--- config.mk ---
export PLATFORM = sky130hd
export DESIGN_NAME = traffic_intersection
export DESIGN_NICKNAME = d
export VERILOG_FILES = /design/src/rtl/traffic_intersection.sv
export SDC_FILE = /design/constraint.sdc
export NUM_CORES = 1
export LEC_CHECK = 0
export BUFFER_PORTS_ARGS = -buffer_cell sky130_fd_sc_hd__buf_4
export CAP_MARGIN = 20
export CORE_MARGIN = 1.5
export CORE_UTILIZATION = 45
export DETAILED_ROUTE_END_ITERATION = 7
export PLACE_DENSITY = 0.62
export SYNTH_ARGS = -nofsm -noshare
export SYNTH_HDL_FRONTEND = slang
export SYNTH_SLANG_ARGS = --single-unit
--- constraint.sdc ---
create_clock -name clk -period 2.89 [get_ports clk]
set_input_delay 0.4335 -clock clk [delete_from_list [all_inputs] [get_ports clk]]
set_output_delay 0.4335 -clock clk [all_outputs]
set_load 0.005 [all_outputs]
--- src/rtl/traffic_intersection.sv ---
// Two-approach (NS/EW) intersection controller with all-red clearance,
// latched pedestrian request with early green cut-off and a walk phase,
// and a flashing-yellow night mode. Lamps are a Moore decode of the state.
module traffic_intersection #(
  parameter longint unsigned GREEN_CYCLES      = 64'd2500000000,
  parameter longint unsigned YELLOW_CYCLES     = 64'd250000000,
  parameter longint unsigned ALL_RED_CYCLES    = 64'd50000000,
  parameter longint unsigned MIN_GREEN_CYCLES  = 64'd500000000,
  parameter longint unsigned WALK_CYCLES       = 64'd350000000,
  parameter longint unsigned FLASH_HALF_CYCLES = 64'd25000000
) (
  input  logic       clk,
  input  logic       rst,
  input  logic       ped_req,
  input  logic       flash_en,
  output logic       ns_red,
  output logic       ns_yellow,
  output logic       ns_green,
  output logic       ew_red,
  output logic       ew_yellow,
  output logic       ew_green,
  output logic       walk,
  output logic       ped_pending,
  output logic [2:0] phase
);

  // Counter width covers the longest timed phase, with one spare bit.
  localparam longint unsigned MAX_GY  = (GREEN_CYCLES > YELLOW_CYCLES) ? GREEN_CYCLES : YELLOW_CYCLES;
  localparam longint unsigned MAX_AR  = (MAX_GY > ALL_RED_CYCLES) ? MAX_GY : ALL_RED_CYCLES;
  localparam longint unsigned MAX_MG  = (MAX_AR > MIN_GREEN_CYCLES) ? MAX_AR : MIN_GREEN_CYCLES;
  localparam longint unsigned MAX_WK  = (MAX_MG > WALK_CYCLES) ? MAX_MG : WALK_CYCLES;
  localparam longint unsigned MAX_T   = (MAX_WK > FLASH_HALF_CYCLES) ? MAX_WK : FLASH_HALF_CYCLES;
  localparam int              CNT_W   = $clog2(MAX_T) + 1;

  // Terminal counts: a phase of N cycles leaves on the edge where cnt == N-1.
  localparam logic [CNT_W-1:0] GREEN_LAST     = CNT_W'(GREEN_CYCLES - 64'd1);
  localparam logic [CNT_W-1:0] YELLOW_LAST    = CNT_W'(YELLOW_CYCLES - 64'd1);
  localparam logic [CNT_W-1:0] ALL_RED_LAST   = CNT_W'(ALL_RED_CYCLES - 64'd1);
  localparam logic [CNT_W-1:0] MIN_GREEN_LAST = CNT_W'(MIN_GREEN_CYCLES - 64'd1);
  localparam logic [CNT_W-1:0] WALK_LAST      = CNT_W'(WALK_CYCLES - 64'd1);
  localparam logic [CNT_W-1:0] FLASH_LAST     = CNT_W'(FLASH_HALF_CYCLES - 64'd1);

  typedef enum logic [2:0] {
    NS_GREEN  = 3'd0,
    NS_YELLOW = 3'd1,
    ALL_RED_A = 3'd2,
    EW_GREEN  = 3'd3,
    EW_YELLOW = 3'd4,
    ALL_RED_B = 3'd5,
    PED_WALK  = 3'd6,
    FLASH     = 3'd7
  } state_t;

  typedef enum logic {
    DIR_NS = 1'b0,
    DIR_EW = 1'b1
  } dir_t;

  state_t           state_q, state_d;
  logic [CNT_W-1:0] cnt_q, cnt_d;
  dir_t             next_dir_q, next_dir_d;
  logic             ped_pending_q, ped_pending_d;
  logic             flash_tog_q, flash_tog_d;

  // A press arriving on the threshold cycle itself still cuts green short.
  logic ped_any;
  assign ped_any = ped_pending_q | ped_req;

  // State and datapath registers with synchronous reset.
  always_ff @(posedge clk) begin
    if (rst) begin
      state_q       <= ALL_RED_B;
      cnt_q         <= '0;
      next_dir_q    <= DIR_NS;
      ped_pending_q <= 1'b0;
      flash_tog_q   <= 1'b0;
    end else begin
      state_q       <= state_d;
      cnt_q         <= cnt_d;
      next_dir_q    <= next_dir_d;
      ped_pending_q <= ped_pending_d;
      flash_tog_q   <= flash_tog_d;
    end
  end

  // Next-state logic: timed sequence, early green exit, all-red priority.
  always_comb begin
    state_d    = state_q;
    next_dir_d = next_dir_q;
    case (state_q)
      NS_GREEN: begin
        if (cnt_q == GREEN_LAST || (ped_any && cnt_q >= MIN_GREEN_LAST)) state_d = NS_YELLOW;
      end
      NS_YELLOW: begin
        if (cnt_q == YELLOW_LAST) state_d = ALL_RED_A;
      end
      ALL_RED_A: begin
        if (cnt_q == ALL_RED_LAST) begin
          next_dir_d = DIR_EW;
          if (flash_en)           state_d = FLASH;
          else if (ped_pending_q) state_d = PED_WALK;
          else                    state_d = EW_GREEN;
        end
      end
      EW_GREEN: begin
        if (cnt_q == GREEN_LAST || (ped_any && cnt_q >= MIN_GREEN_LAST)) state_d = EW_YELLOW;
      end
      EW_YELLOW: begin
        if (cnt_q == YELLOW_LAST) state_d = ALL_RED_B;
      end
      ALL_RED_B: begin
        if (cnt_q == ALL_RED_LAST) begin
          next_dir_d = DIR_NS;
          if (flash_en)           state_d = FLASH;
          else if (ped_pending_q) state_d = PED_WALK;
          else                    state_d = NS_GREEN;
        end
      end
      PED_WALK: begin
        // Walk already holds both approaches red, so no extra clearance.
        if (cnt_q == WALK_LAST) state_d = (next_dir_q == DIR_EW) ? EW_GREEN : NS_GREEN;
      end
      FLASH: begin
        if (!flash_en) state_d = ALL_RED_B;
      end
      default: state_d = ALL_RED_B;
    endcase
  end

  // Phase counter, flash toggle and pedestrian latch.
  always_comb begin
    cnt_d       = cnt_q + CNT_W'(1);
    flash_tog_d = flash_tog_q;
    if (state_d != state_q) begin
      cnt_d = '0;
      if (state_d == FLASH) flash_tog_d = 1'b1;
    end else if (state_q == FLASH && cnt_q == FLASH_LAST) begin
      // In flash the counter times half-periods and wraps.
      cnt_d       = '0;
      flash_tog_d = ~flash_tog_q;
    end
    // The request is consumed as walk begins; presses during walk are dropped.
    ped_pending_d = ped_any & (state_d != PED_WALK);
  end

  // Moore lamp decode of the registered state.
  always_comb begin
    ns_red    = 1'b1;
    ns_yellow = 1'b0;
    ns_green  = 1'b0;
    ew_red    = 1'b1;
    ew_yellow = 1'b0;
    ew_green  = 1'b0;
    walk      = 1'b0;
    case (state_q)
      NS_GREEN:  begin ns_red = 1'b0; ns_green  = 1'b1; end
      NS_YELLOW: begin ns_red = 1'b0; ns_yellow = 1'b1; end
      EW_GREEN:  begin ew_red = 1'b0; ew_green  = 1'b1; end
      EW_YELLOW: begin ew_red = 1'b0; ew_yellow = 1'b1; end
      PED_WALK:  walk = 1'b1;
      FLASH: begin
        ns_red    = 1'b0;
        ew_red    = 1'b0;
        ns_yellow = flash_tog_q;
        ew_yellow = flash_tog_q;
      end
      default: ;
    endcase
  end

  assign ped_pending = ped_pending_q;
  assign phase       = state_q;

endmodule
==> results of run 1 <==
stage by stage:
stage / cells / setup slack [ps] / utilization, %
after floorplan: 334 / 255 / -
after global placement: 426 / 186 / 51.7
after detailed placement: 426 / 108 / 51.7
after CTS: 434 / 97.3 / 53.2
after global routing: 434 / 2.48 / 53.4
final: 434 / 119 / 53.4
layout make-up:
cell class / count / share of cell area [%]
Tap cell: 75 / 2.97
Clock inverter: 2 / 0.396
Timing Repair Buffer: 42 / 11.2
Multi-Input combinational cell: 261 / 57.4
Sequential cell: 39 / 24.7
Clock buffer: 6 / 2.29
Inverter: 9 / 1.07
Yosys cell counts (3+ instances only):
cell type and count:
sky130_fd_sc_hd__a21oi_1 11, sky130_fd_sc_hd__a31oi_1 3, sky130_fd_sc_hd__and2_1 4, sky130_fd_sc_hd__and3_1 7, sky130_fd_sc_hd__and4_1 5, sky130_fd_sc_hd__buf_2 4
sky130_fd_sc_hd__buf_6 4, sky130_fd_sc_hd__clkbuf_1 15, sky130_fd_sc_hd__dfxtp_1 39, sky130_fd_sc_hd__inv_1 9, sky130_fd_sc_hd__nand2_1 25, sky130_fd_sc_hd__nand3_1 14
sky130_fd_sc_hd__nand3b_1 3, sky130_fd_sc_hd__nand4_1 11, sky130_fd_sc_hd__nand4b_1 5, sky130_fd_sc_hd__nor2_1 34, sky130_fd_sc_hd__nor3_1 14, sky130_fd_sc_hd__nor3_2 30
sky130_fd_sc_hd__nor4_1 10, sky130_fd_sc_hd__o21ai_0 4, sky130_fd_sc_hd__or2_2 4, sky130_fd_sc_hd__or3_1 4, sky130_fd_sc_hd__xnor2_1 16, sky130_fd_sc_hd__xor2_1 15
how the worst max path moves through the flow:
stage	endpoint	slack, ps	depth (start not counted)
floorplan	cnt_q[10]	260	11
global placement	cnt_q[32]	190	10
detailed placement	cnt_q[2]	110	11
CTS	cnt_q[2]	100	11
global route	cnt_q[32]	2	9
finish	cnt_q[2]	120	9
layer usage:
layer  wire length [um]  global-route usage, %
met4                244                   9.31
met1               3170                   31.3
met3                495                   4.94
met2               3350                   38.0
met5                  0                      0
registers in the layout, indices dropped and copies added, names as in the netlist:
register     count
flash_tog_q      1
phase            3
cnt_q           33
next_dir_q       1
ped_pending      1
kinds of logic after synthesis:
logic type | synth area share (%)
AND/OR/NAND/NOR | 45.4
buffers and inverters | 6.05
flip-flops | 28.4
adder cells (fa/ha/maj) | 0.455
multiplexers | 0.410
AO/OA/AOI/OAI | 9.38
XOR/XNOR | 9.88
where the power goes:
group | internal (mW) | switching [mW] | total [mW]
registers | 0.553 | 0.0161 | 0.569
logic | 0.106 | 0.151 | 0.257
clock network | 0.169 | 0.194 | 0.363
critical path: cells and delay by family (launching register included):
kind / cells / cell delay, ps
DFF: 1 / 410
AOI/OAI and AO/OA: 2 / 450
buffers and inverters: 1 / 170
and+or+nand+nor: 6 / 1660
==> impl.org, run 1 <==
** Cells and area
- Area of the multi-input gates :: around 1800 um2
- In the final layout, flip-flops and latches occupy 781 um2.
- Highest-count cells in the layout ignoring fill and taps :: 39 x sky130_fd_sc_hd__dfxtp_1, 39 x sky130_fd_sc_hd__buf_4, 34 x sky130_fd_sc_hd__nor2_1
- At the end of the flow, the number of nets in the layout was between 300 and 400.
- Layout cells sized above 1 :: a little over a quarter
- Count of inserted antenna diode cells :: 0
- After routing the design area is 3160 um2.
- The layout has around 570 filler cells.
- Relative to the synthesized area, the layout overhead comes to 15.1%.

** Yosys
- The synthesized design contains 0 enable-type register cells.
- Cell types with the largest area share after synthesis :: sky130_fd_sc_hd__dfxtp_1 28%, sky130_fd_sc_hd__nor3_2 11%, sky130_fd_sc_hd__xnor2_1 5.1%
- In the synthesized netlist the dominant register cell turns out to be sky130_fd_sc_hd__dfxtp_1.
- Yosys printed 0 warnings.
- The synthesized design spends more area on one cell type than any other, namely sky130_fd_sc_hd__dfxtp_1.
- The share of the Yosys chip area taken by registers is between 20% and 30%.
- When the netlist entered floorplanning its net count stood at 339.
- In this run the cell area of the synthesized design comes to between 2000 and 3000 um2.
- The share of synthesized area in the top cell type comes to 28.4%.
- Register bit total from synthesis :: 39
- The cell count after synthesis came out at approximately 330.
- The netlist uses 57 different library cells.
- Average instance area after synthesis :: around 8 um2
- Fraction of registers with async set or reset after synthesis :: 0%

** Min path
- The worst hold path belongs to the class in -> reg.
- Number of cells traversed by the worst hold path :: 2
- Worst Min Path Start :: rst
- The path with the worst hold slack has its endpoint at phase[1].

** Floorplanning
- Initial Util :: 46.4%
- Die Area :: between 6000 and 7000 um2
- From bottom edge to top edge, the die measures slightly above 80 um.
- Placement row count :: 28
- Die width :: roughly 81 um
- I/O pin cnt :: 15
- Std-Cell Core Area :: about 5900 um2

** STA
- The worst path uses ~96% of the clock period.
- Final TNS setup :: 0 ps
- Measured against its own limit, the worst slew margin works out to between 60% and 70%.
- Worst Clk Skew :: ~4.1 ps
- Final hold viol count :: 0
- Worst hold slack :: around 360 ps
- Setup violations, final :: 0
- For the pin with the worst max-slew slack, the measured transition is roughly 520 ps.
- Final Critical Period :: roughly 2800 ps
- The total count of max-transition violations in the final report is 0.
- Setup repair after global routing left no endpoint under its margin.
- Based on the critical path, the design can be clocked at up to 0.361 GHz.

** Clock network
- The clock tree synthesis step divided the H-tree into 2 levels.
- Number of buffers inserted for hold repair after clock tree synthesis :: 0
- Buffer count from post-CTS setup fixing :: 0
- After clock tree synthesis, the repair step resized 0 gates.
- Inserted Clock Buffers :: 5
- Num Clock Sinks :: 39
- CTS Root Buffer Type :: sky130_fd_sc_hd__clkbuf_8
- TritonCTS clock tree :: built
- Clock-pin slew was measured on the worst setup and hold paths at approximately 80 ps.
- For the worst-skew pair, the clock arrives at the later sink with an insertion delay of about 290 ps.
- Counting along the longest clock path gives a buffer depth of 2.

** Global routing
- Across every metal layer, demand over resource in global routing totals 23.8%.
- The via count of the first global-routing pass was between 2000 and 2500.
- The first global-routing pass estimated between 10 and 15 mm of wire.
- Initial antenna violation count :: 0
- Grt ovf :: 0
- Entering global routing, the biggest net connects 29 pins.

** Critical path
- On the worst path, the slowest cell contributes a delay of 450 ps.
- The worst register-to-register path begins at cnt_q[13].
- The worst setup path is captured at a flop.
- Data on the critical path arrives at its endpoint at around 3000 ps.
- The endpoint identified for the worst register-to-register timing path is cnt_q[2].
- The worst setup path is launched from a flop.
- Cells along the critical path :: or3b_1, nor4_2, and2_1, a32oi_1, nor3b_2, nor2b_1, a211o_4, buf_12, nor3_1
- Count of cells along the worst register-to-register path :: 9
- Crit-path slowest cell :: sky130_fd_sc_hd__or3b_1
- Beginning of the critical path :: cnt_q[13]
- Across all register-to-register paths, the minimum setup slack is approximately 120 ps.
- STA puts the critical path data required time at 3110 ps.
- In this run the worst path has a maximum fanout of 15.
- Class of the most critical setup path :: reg -> reg

** Power and ir drop
- The completed layout was analyzed and its total power is roughly 1.2 mW.
- Power per standard cell area :: roughly 380 nW/um2
- LEAKAGE :: between 1 and 1.5 nW
- Across the VDD grid, the largest voltage drop is around 0.00033 V.

** Routing
- The routed design has 7.26 mm of wire.
- The first detailed-routing pass ran for 7 iterations.
- Routed wire length per instance :: between 15 and 20 um
- Count of routing violations after the opening detailed-route iteration :: 175
- After detailed routing, the number of remaining DRC violations is 0.
- Total via count in the routed design :: about 2600
- Via density per instance :: ~6
- The detail route stage leaves a number of antenna-violating nets equal to 0.

** Placed design
- Last weighted congestion value of the routability-driven placer :: 0.980
- During placement, the flow inserted port buffers numbering 14.
- Summing all placed instances gives a cell area of between 3000 and 4000 um2.
- HPWL after detailed placement :: approximately 5.4 mm

** Flow run
- Max-cap violations in this run came to 0.

** Outcome
- The run finished with clean final reports.
(Power assumes the default switching activity.)
==> run 2, diff against run 1 <==
- GPL_TIMING_DRIVEN: unset -> 0
- RECOVER_POWER: unset -> 50
==> run 2 against run 1 <==
  * Largest power group unchanged
  * Clock-buffer cell count fell by 1
  * Clock skew increased by 5.2 ps
  * Total power rose by 28%
  * Cell count is 0.23% higher
  * Clock power up 54%
  * Sequential power is essentially flat
  * Highest routed layer unchanged
  * Flip-flop and latch count is the same
  * Utilization up 4.8 points
  * Routed wire length is 7.1% higher
  * First-iteration DRC count increased by 11%
==> impl.org, run 2 (synthesized netlist as in run 1, its figures left out) <==
** Cells and area
- Register containing the most flip-flops in the final layout :: cnt_q
- Counting the fill cells in the layout gives about 550.
- The top cell types in the final layout, fill and taps aside, are 34 x sky130_fd_sc_hd__nor2_1, 32 x sky130_fd_sc_hd__dfxtp_1, 25 x sky130_fd_sc_hd__nand2_1.
- Final Instance Area :: between 3000 and 4000 um2
- Number of flip-flops in the largest register :: 33
- The repair_antennas step left the layout with diodes totalling 0.
- Sequential cell area :: roughly 790 um2
- In the final layout, the multi-input gates occupy between 1500 and 2000 um2.
- For this run, the post-layout net count is 364.
- The library cell used most frequently in the layout, excluding fill and tap cells, is sky130_fd_sc_hd__nor2_1.
- In the final layout, the share of cells above drive strength 1 is between 30% and 40%.
- Final core area utilization :: 58.2%
- Area added between synthesis and finish :: 25.4%

** Clock network
- Clock-pin slew of the registers on the worst-case setup and hold paths :: ~80 ps
- Insertion delay of the later-clocked pin in the worst-skew pair :: roughly 300 ps
- Inserted Clock Buffers :: 5
- CTS placed an instance of sky130_fd_sc_hd__clkbuf_8 at the clock tree root.
- H-tree depth reported by CTS :: 2
- The longest clock path from root to sink contains 2 buffers.
- TritonCTS built the clock tree.
- For this design, the sink count on the clock tree is 39.

** Routing
- Via density per instance :: about 6
- After the first detailed-routing iteration, the DRC count stood at a little under 200.
- Total wire length after detailed routing :: around 7.8 mm
- The first TritonRoute pass finished after 7 iterations.
- Routed wire length per instance :: 17.9 um
- Total via count in the routed design :: roughly 2700
- For this run, design rule violations remaining after detail routing come to 0.
- ANT nets after route :: 0

** STA
- Unrepaired setup endpoints after global routing :: yes
- At the pin with the least slew margin, the transition time is around 700 ps.
- Setup violations remaining at the end of the flow were counted as 0.
- The tightest hold path in the finished design has a slack of about 360 ps.
- Static timing analysis puts the maximum clock frequency at ~0.35 GHz.
- The clock arrives with around 9.3 ps of skew.
- Headroom to the max-slew limit came out at approximately 53%.
- Final clock period utilization by the worst path :: 98.1%
- The final hold violation count came to 0.
- Final Critical Period :: about 2800 ps
- Slack of the critical path :: 55.4 ps
- Slew Viols, Final :: 0

** Critical path
- The worst setup path is captured at a flop.
- In this run the critical register-to-register path is captured at cnt_q[8].
- For the worst setup path, the data arrival time is 3020 ps.
- Crit-path slowest cell :: sky130_fd_sc_hd__or4b_2
- Worst R2R Setup Slack :: around 55 ps
- Cells along the critical path :: or4b_4, nor4_4, or4b_2, a21oi_2, o21ai_2, o21ai_2, a211o_4, clkbuf_16, nor3_2
- Type of element launching the critical path :: flop
- Number of buffers and inverters on the critical path :: 1
- The worst register-to-register path begins at cnt_q[8].
- Critical-path maximum fanout :: 8
- Grouping stages by cell kind, the critical path spends the most delay in simple AND/OR/NAND/NOR gates.
- Class of the most critical setup path :: reg -> reg
- The worst register-to-register path has a depth of 9.
- Most repeated library cell on the critical path :: sky130_fd_sc_hd__o21ai_2
- In this design, the stage delay of the slowest critical-path cell is between 600 and 700 ps.
- At the worst endpoint, the required time is 3070 ps.

** Placed design
- Detailed placement ended at an HPWL of between 5 and 6 mm.
- Post-Place Worst Slack :: -273 ps
- Summing all placed instances gives a cell area of roughly 2900 um2.
- Input/output buffers :: 14
- Last weighted congestion value of the routability-driven placer :: approximately 0.89

** Outcome
- The flow ran to the end, and the final reports show no timing, DRC or antenna violations.

** Min path
- Number of cells traversed by the worst hold path :: 2
- The worst hold path begins at rst.
- The worst hold path terminates at phase[1].
- Hold/Removal Path Class :: in -> reg

** Power and ir drop
- LEAKAGE :: between 1 and 1.5 nW
- Power per standard cell area :: approximately 440 nW/um2
- VDD IR max :: 0.000362 V

** Floorplanning
- Die width :: approximately 80 um
- Row generation in the floorplan step produced 28 rows.
- Die Area :: around 6600 um2
- For this configuration, the core starts out at a cell density of between 40% and 50%.
- I/O pin cnt :: 15
- Floorplan die height :: 81.2 um
- Std-Cell Core Area :: 5920 um2

** Global routing
- Pin count of the biggest net entering global routing :: 14
- Summed over all layers, the global routing overflow is 0.
- Gr usage total :: between 20% and 30%
- Vias in the first global route :: 2385
- The number of antenna violations at the first check in global routing was 0.
- The first global-routing pass estimated 11.9 mm of wire.

** Flow run
- Across the run, the number of max-cap violations was 0.
-- run 2: metrics by stage --
stage	cells	setup TNS, ps	power (mW)
2_1_floorplan	334	0	0.759
3_3_place_gp	423	-8400	0.820
3_5_place_dp	423	-8140	0.822
4_1_cts	430	0	1.38
5_1_grt	435	-278	1.58
6_report	435	0	1.52
-- run 2: layer usage --
metal  wire, um  up-vias  global-route usage (%)
met5          0        -                       0
met4        259        0                    9.83
met3        485       32                    5.17
met2       3610      104                    35.3
met1       3420     1251                    32.5
li1           -     1268                       -
-- run 2: layout make-up --
| class | count | share of cell area (%) |
|---|---|---|
| Multi-Input combinational cell | 261 | 57.8 |
| Clock buffer | 5 | 2.00 |
| Sequential cell | 39 | 23.0 |
| Inverter | 9 | 0.980 |
| Buffer | 16 | 3.96 |
| Clock inverter | 3 | 1.96 |
| Timing Repair Buffer | 27 | 7.58 |
| Tap cell | 75 | 2.72 |
-- run 2: worst max-delay path by stage --
| stage | from | endpoint | cells past startpoint |
|---|---|---|---|
| after CTS | cnt_q[19] | cnt_q[20] | 10 |
| after detailed placement | cnt_q[0] | cnt_q[6] | 11 |
| after global placement | cnt_q[0] | cnt_q[4] | 11 |
| after floorplan | cnt_q[0] | cnt_q[10] | 11 |
| after global routing | cnt_q[0] | cnt_q[1] | 11 |
| final | cnt_q[8] | cnt_q[8] | 9 |
-- run 2: timing repair --
item / CTS / global route
pin swaps: 0 / 38
buffers inserted: 2 / 8
resized for setup: 5 / 63
cloned: 0 / 3
hold buffers: 0 / 0
setup endpoints to repair: 34 / 34
-- run 2: power by group --
part           total (mW)  leakage [nW]  switching (mW)  internal, mW
logic               0.391         0.720           0.209         0.182
clock network       0.559        0.0644           0.215         0.345
registers           0.570         0.319          0.0184         0.552
total                1.52          1.10           0.442          1.08
